### src/rtl/gray_code_counter.sv
// Registered up/down Gray-code counter with wrap or saturate behaviour at the
// ends of the range and a Gray-coded parallel load. Binary and Gray views are
// updated together on every edge so that a consumer in another clock domain
// only ever sees one Gray bit change per count step.
module gray_code_counter #(
    parameter int               WIDTH       = 4,
    parameter logic [WIDTH-1:0] RESET_VALUE = {WIDTH{1'b0}}
) (
    input  logic             clk,
    input  logic             rst_n,
    input  logic             En,
    input  logic             Up,
    input  logic             SatEn,
    input  logic             Load,
    input  logic [WIDTH-1:0] LoadGray,
    output logic [WIDTH-1:0] Binary,
    output logic [WIDTH-1:0] Graycode,
    output logic             Wrap,
    output logic             AtMax,
    output logic             AtMin
);

    localparam logic [WIDTH-1:0] ZERO = {WIDTH{1'b0}};
    localparam logic [WIDTH-1:0] ONES = {WIDTH{1'b1}};
    localparam logic [WIDTH-1:0] ONE  = {{(WIDTH-1){1'b0}}, 1'b1};

    // Binary to reflected Gray code.
    function automatic logic [WIDTH-1:0] b2g(input logic [WIDTH-1:0] b);
        return b ^ (b >> 1);
    endfunction

    // Reflected Gray code to binary: each binary bit is the XOR of all Gray bits at or above it.
    function automatic logic [WIDTH-1:0] g2b(input logic [WIDTH-1:0] g);
        logic [WIDTH-1:0] b;
        b[WIDTH-1] = g[WIDTH-1];
        for (int i = WIDTH - 2; i >= 0; i--) begin
            b[i] = b[i+1] ^ g[i];
        end
        return b;
    endfunction

    logic [WIDTH-1:0] binary_r;
    logic [WIDTH-1:0] gray_r;
    logic             wrap_r;
    logic             at_max_r;
    logic             at_min_r;

    logic [WIDTH-1:0] next_bin_s;
    logic [WIDTH-1:0] next_gray_s;
    logic             next_wrap_s;

    // Next-state selection: load beats count, count beats hold; end-of-range wraps or saturates.
    always_comb begin
        next_bin_s  = binary_r;
        next_gray_s = gray_r;
        next_wrap_s = 1'b0;
        if (Load) begin
            next_bin_s  = g2b(LoadGray);
            next_gray_s = LoadGray;
        end else if (En) begin
            if (Up) begin
                if (binary_r == ONES) begin
                    if (SatEn) begin
                        next_bin_s = binary_r;
                    end else begin
                        next_bin_s  = ZERO;
                        next_wrap_s = 1'b1;
                    end
                end else begin
                    next_bin_s = binary_r + ONE;
                end
            end else begin
                if (binary_r == ZERO) begin
                    if (SatEn) begin
                        next_bin_s = binary_r;
                    end else begin
                        next_bin_s  = ONES;
                        next_wrap_s = 1'b1;
                    end
                end else begin
                    next_bin_s = binary_r - ONE;
                end
            end
            // Gray is always rederived from the new binary so both views move together.
            next_gray_s = b2g(next_bin_s);
        end else begin
            next_bin_s  = binary_r;
            next_gray_s = gray_r;
        end
    end

    // State register with synchronous active-low reset; flags registered with the count.
    always_ff @(posedge clk) begin
        if (!rst_n) begin
            binary_r <= RESET_VALUE;
            gray_r   <= b2g(RESET_VALUE);
            wrap_r   <= 1'b0;
            at_max_r <= (RESET_VALUE == ONES);
            at_min_r <= (RESET_VALUE == ZERO);
        end else begin
            binary_r <= next_bin_s;
            gray_r   <= next_gray_s;
            wrap_r   <= next_wrap_s;
            at_max_r <= (next_bin_s == ONES);
            at_min_r <= (next_bin_s == ZERO);
        end
    end

    assign Binary   = binary_r;
    assign Graycode = gray_r;
    assign Wrap     = wrap_r;
    assign AtMax    = at_max_r;
    assign AtMin    = at_min_r;

endmodule

### config.mk
export PLATFORM = sky130hd
export DESIGN_NAME = gray_code_counter
export DESIGN_NICKNAME = d
export VERILOG_FILES = /design/src/rtl/gray_code_counter.sv
export SDC_FILE = /design/constraint.sdc
export NUM_CORES = 1
export LEC_CHECK = 0
export CORE_UTILIZATION = 48
export CTS_BUF_LIST = sky130_fd_sc_hd__clkbuf_16
export DETAILED_ROUTE_END_ITERATION = 16
export PLACE_DENSITY = 0.84
export SKIP_CTS_REPAIR_TIMING = 1
export SLEW_MARGIN = 15
export SYNTH_ARGS = -nofsm -noshare
export SYNTH_HDL_FRONTEND = slang
export SYNTH_SLANG_ARGS = --single-unit
### constraint.sdc
create_clock -name clk -period 2.6 [get_ports clk]
set_clock_uncertainty 0.1 [all_clocks]
set_input_delay 0.52 -clock clk [delete_from_list [all_inputs] [get_ports clk]]
set_output_delay 0.52 -clock clk [all_outputs]
set_load 0.05 [all_outputs]
* After elaboration in Yosys (flattened, before gate mapping)
Cells that the tools add are included.
Cells by class: equality and inequality tests 2, reductions and logical operators 4, multiplexer cells 15, bitwise operators 6, add/subtract/negate cells 2
Operator list (number):
- two-way mux 4 bit | 11
- == test 4 bit (second input constant) | 2
- zero test 4 bit | 2
- adder 4 x 1 -> 4 bit (second input constant) | 1
- two-way mux 1 bit | 4
- subtractor 4 x 1 -> 4 bit (second input constant) | 1
- XOR 4 x 3 -> 4 bit | 1
- OR reduction 3 bit | 1
- XOR 1 bit | 3
- inverter 1 bit | 2
- nonzero test 2 bit | 1
Storage, ports and cells: flip-flop bits (word level) 11, bits of input ports 10

* Depth between registers and ports, before layout
word-level depth 8, depth in mapped cells 9

* Worst setup path after synthesis
Ideal clock, no wire load.
path kind register to register, from register binary_r[0] (netlist: Binary[0]), to register gray_r[0] (netlist: Graycode[0]), path slack 0.096 ns, data required time 2.384 ns, clock period less this slack 2.504 ns, arrival time 2.288 ns, stages on the path, launching flop included 10, path buffers 1, cell sequence dfxtp_1 clkbuf_2 inv_1 ha_1 nor4b_1 a21boi_0 nor4_4 xor2_1 a21oi_1 a31o_2
Between the ends: longest elaborated chain between the ends 8, elaborated cells on any way between the ends 14, classes of those cells 2 x add/sub; 1 x eq/ne; 9 x mux; 1 x bitwise; 1 x reduce/logical
RTL lines:
- start: declaration | line 42 | logic [WIDTH-1:0] binary_r;
- start signal: assignment | line 101 | binary_r <= next_bin_s;
- subtractor 4 x 1 -> 4 bit (tied with other cells) | line 81 | next_bin_s = binary_r - ONE;
- two-way mux 4 bit, on equally long branches | line 73, 62
- two-way mux 4 bit * | line 61 | if (Up) begin
- two-way mux 4 bit * | line 60 | end else if (En) begin
- two-way mux 4 bit * | line 57 | if (Load) begin
- XOR 4 x 3 -> 4 bit * | line 29 | return b ^ (b >> 1);
- two-way mux 4 bit * | line 60
- two-way mux 4 bit * | line 57
- end signal: assignment | line 96 | gray_r <= b2g(RESET_VALUE);
- end signal: assignment | line 102 | gray_r <= next_gray_s;
- end: declaration | line 43 | logic [WIDTH-1:0] gray_r;
Every way passes the cells marked *; elsewhere a longest branch is shown, timed or not. The select of a mux whose other input is x is not followed. A chain may end at the register's enable or synchronous reset.

* Final worst setup path
from input port SatEn, to register at_min_r (netlist: AtMin)
Between the ends: longest elaborated chain between the ends 8, elaborated cells on any way between the ends 10, classes of those cells 9 x mux; 1 x reduce/logical
RTL lines:
- start: declaration | line 13 | input logic SatEn,
- two-way mux 4 bit, on equally long branches | line 74, 63
- two-way mux 4 bit, on equally long branches | line 73, 62
- two-way mux 4 bit * | line 61
- two-way mux 4 bit * | line 60
- two-way mux 4 bit * | line 57
- two-way mux 4 bit * | line 60
- two-way mux 4 bit * | line 57
- zero test 4 bit * | line 105 | at_min_r <= (next_bin_s == ZERO);
- end signal: assignment | line 99 | at_min_r <= (RESET_VALUE == ZERO);
- end signal: assignment | line 105
- end: declaration | line 46 | logic at_min_r;
Marks and branches as above.

==> impl_metrics.yaml <==
timing:
  worst_pin_slew_ps: 504
  fin_crit_ps: 2360
  finalCritPeriodShare: 0.909
  finalHoldViolCount: 0
  layout_setup_ws_ps: 237
  setup_violations: 0
  slew_violations: 0
  rsz0062_at_grt: "no"
  slew_headroom: 0.663
  fmax_mhz: 423
worst_setup_path:
  end_kind: "flip-flop"
  crit_type: "input port to flip-flop"
  crit_arrival_ps: 2400
  slowest_stage: "clkdlybuf4s50_1"
  path_buf_inv: 1
  worstPathRequired_ps: 2630
  r2r-start: "Binary[1]$_SDFF_PN0_"
  cp_max_fo: 5
  cp-start-kind: "input port"
  reg2reg_setup_slack_ps: 270
  slowest_delay_ps: 550
  crit_chain: "clkdlybuf4s50_1 > or3b_1 > a21oi_1 > a211oi_2 > a211oi_2 > a21oi_1 > o41ai_2"
  cp-startpoint: "SatEn"
  cpLargestDelayFamily: "compound AO/OA/AOI/OAI gates"
global_route:
  grt_max_degree: 16
  use_met1: 0.303
  grt-ovfl-total: 0
  top_usage_layer: "met2"
  grt_pass1_vias: 802
  gr-usage-all-layers: 0.248
  grt_util_met3: 0.0531
  antenna_found_initial: 0
  grt_util_met2: 0.418
  grt_pass1_wl_mm: 3.55
yosys:
  netlist_area_um2: 856
  syn_nets: 114
  yosysSeqAreaShare: 0.257
  ys_types: 45
  synth-seq-cells: 11
  synth_cells: 102
  ys_warn_count: 0
  postSynthAreaPerCell_um2: 8.39
floorplanning:
  io_pins: 21
  rows: 14
  initial_core_util: 0.543
  die_w_um: 44.2
  die_height_um: 44.2
  coreArea_um2: 1580
  design.die.area_um2: 1960
routing:
  antenna_left: 0
  drt-wirelength-per-cell_um: 14.7
  routed_wl_mm: 2.07
  drc: 1
  avgViaCountPerCell: 5.93
  num_vias: 836
  first_pass_iters: 10
  drt_iter0_drc: 30
placed_design:
  io_buffers: 20
  dp_cells: 137
  dpl.hpwl_mm: 1.49
  place_congestion: 0.888
  pre_cts_ws_ps: 22.6
run:
  cap_violations: 0
final_layout:
  layout-drive-gt1-share: 0.144
  layout_common_cells: "20 x clkdlybuf4s50_1, 11 x dfxtp_1, 9 x nand2_1"
  final_common_cell: "clkdlybuf4s50_1"
  fin_cells: 141
  syn_to_final_growth_pct: 34.9
  nets: 138
  diodes: 0
outcome:
  status: "finished, violations left"
  violations: "DRC"
clocking:
  root_buffer: "clkbuf_16"
  clkTransAtPathRegs_ps: 40
  numClockSinks: 11
  numCtsBuffers: 3
  cts_tree: "done"
  clock_latency_ps: 240
  h-tree-depth: 1
  clock_path_buffers: 2
power_and_ir_drop:
  irDropWorstVdd_mv: 0.545
  leakage_nw: 0.449
  power.density_nw_per_um2: 646
min_path:
  hp-class: "flip-flop to flip-flop"
  min_from: "Graycode[2]$_SDFFE_PN0P_"
==> area by class of cell <==
class                           instances  area, um2
Fill cell                             121        422
Clock buffer                            3       75.1
Inverter                                6       22.5
Multi-Input combinational cell         78        568
Tap cell                               16       20.0
Timing Repair Buffer                   26        245
Sequential cell                        11        220
Clock inverter                          1       3.75
==> routing by layer <==
metal | wire, um | part of all wire
met1 | 964 | 0.47
met3 | 74 | 0.036
met2 | 1000 | 0.49
met5 | 0 | 0
met4 | 26 | 0.013
==> cell families after synthesis <==
group / share of synthesized area
and+or+nand+nor: 0.251
AOI/OAI and AO/OA: 0.270
buffers and inverters: 0.0789
DFF: 0.257
xor gates and xnor gates: 0.0614
muxes: 0.0512
adders and majority gates: 0.0292
==> sequential cells by signal, indices dropped and copies added, names as in the netlist <==
| register | flops |
|---|---|
| AtMax | 1 |
| AtMin | 1 |
| Binary | 4 |
| Graycode | 4 |
| Wrap | 1 |
==> worst reg2reg max path, cell delays in order, from the launching register on <==
cell and delay, ps:
dfxtp_1 370, inv_1 140, ha_1 250, nor3b_2 330, nand2_1 90, mux4_2 480, xor2_1 160, a21oi_1 90
a31o_2 220
==> report_power, final <==
part           internal (mW)  switching (mW)
Sequential             0.184          0.0163
Combinational          0.115           0.155
Clock                  0.202          0.0738
Total                  0.501           0.245
==> worst paths after layout <==
path                                                  to  depth (start not counted)
worst max-delay path                    AtMin$_SDFF_PN1_                          7
worst min-delay path            Graycode[2]$_SDFFE_PN0P_                          2
worst max register to register  Graycode[0]$_SDFFE_PN0P_                          8
worst min register to register  Graycode[2]$_SDFFE_PN0P_                          2
==> cell usage after synthesis, drive strengths merged <==
library cell   n  area [um2]
o2bb2ai        1        8.76
nor3           4        20.0
a32oi          1        8.76
dfxtp         11         220
buf            4        32.5
o21a           1        7.51
or3            2        12.5
nor4b          1        8.76
ha             2        25.0
inv            6        22.5
nand3          4        20.0
a21boi         2        15.0
and3           2        12.5
mux2i          1        10.0
a21oi          7        35.0
nand3b         1        7.51
and2           3        18.8
o22ai          2        12.5
nor4           2        27.5
a211oi         3        32.5
o221ai         1        8.76
o211ai         1        7.51
mux2           1        11.3
xor2           2        17.5
o21ai          6        30.0
nor2           3        11.3
or3b           1        8.76
a31o           2        17.5
mux4           1        22.5
o41ai          1        16.3
nor3b          1        12.5
nand2b         1        6.26
xnor2          4        35.0
o2111a         1        11.3
and4           1        8.76
clkbuf         3        12.5
nor2b          1        6.26
nand2          9        33.8
o211a          1        10.0
o32a           1        10.0
==> through the flow <==
step	utilization	TNS, ps	instance area, um2	hold WS, ps	power [mW]
floorplan	-	0	856	550	0.394
detailed placement	0.683	0	1080	427	0.469
CTS	0.733	0	1150	446	0.747
global route	0.733	0	1150	518	0.787
finish	0.733	0	1150	450	0.746
global placement	0.683	-4.00	1080	432	0.466
No activity file was read; power rests on OpenSTA's default activity.
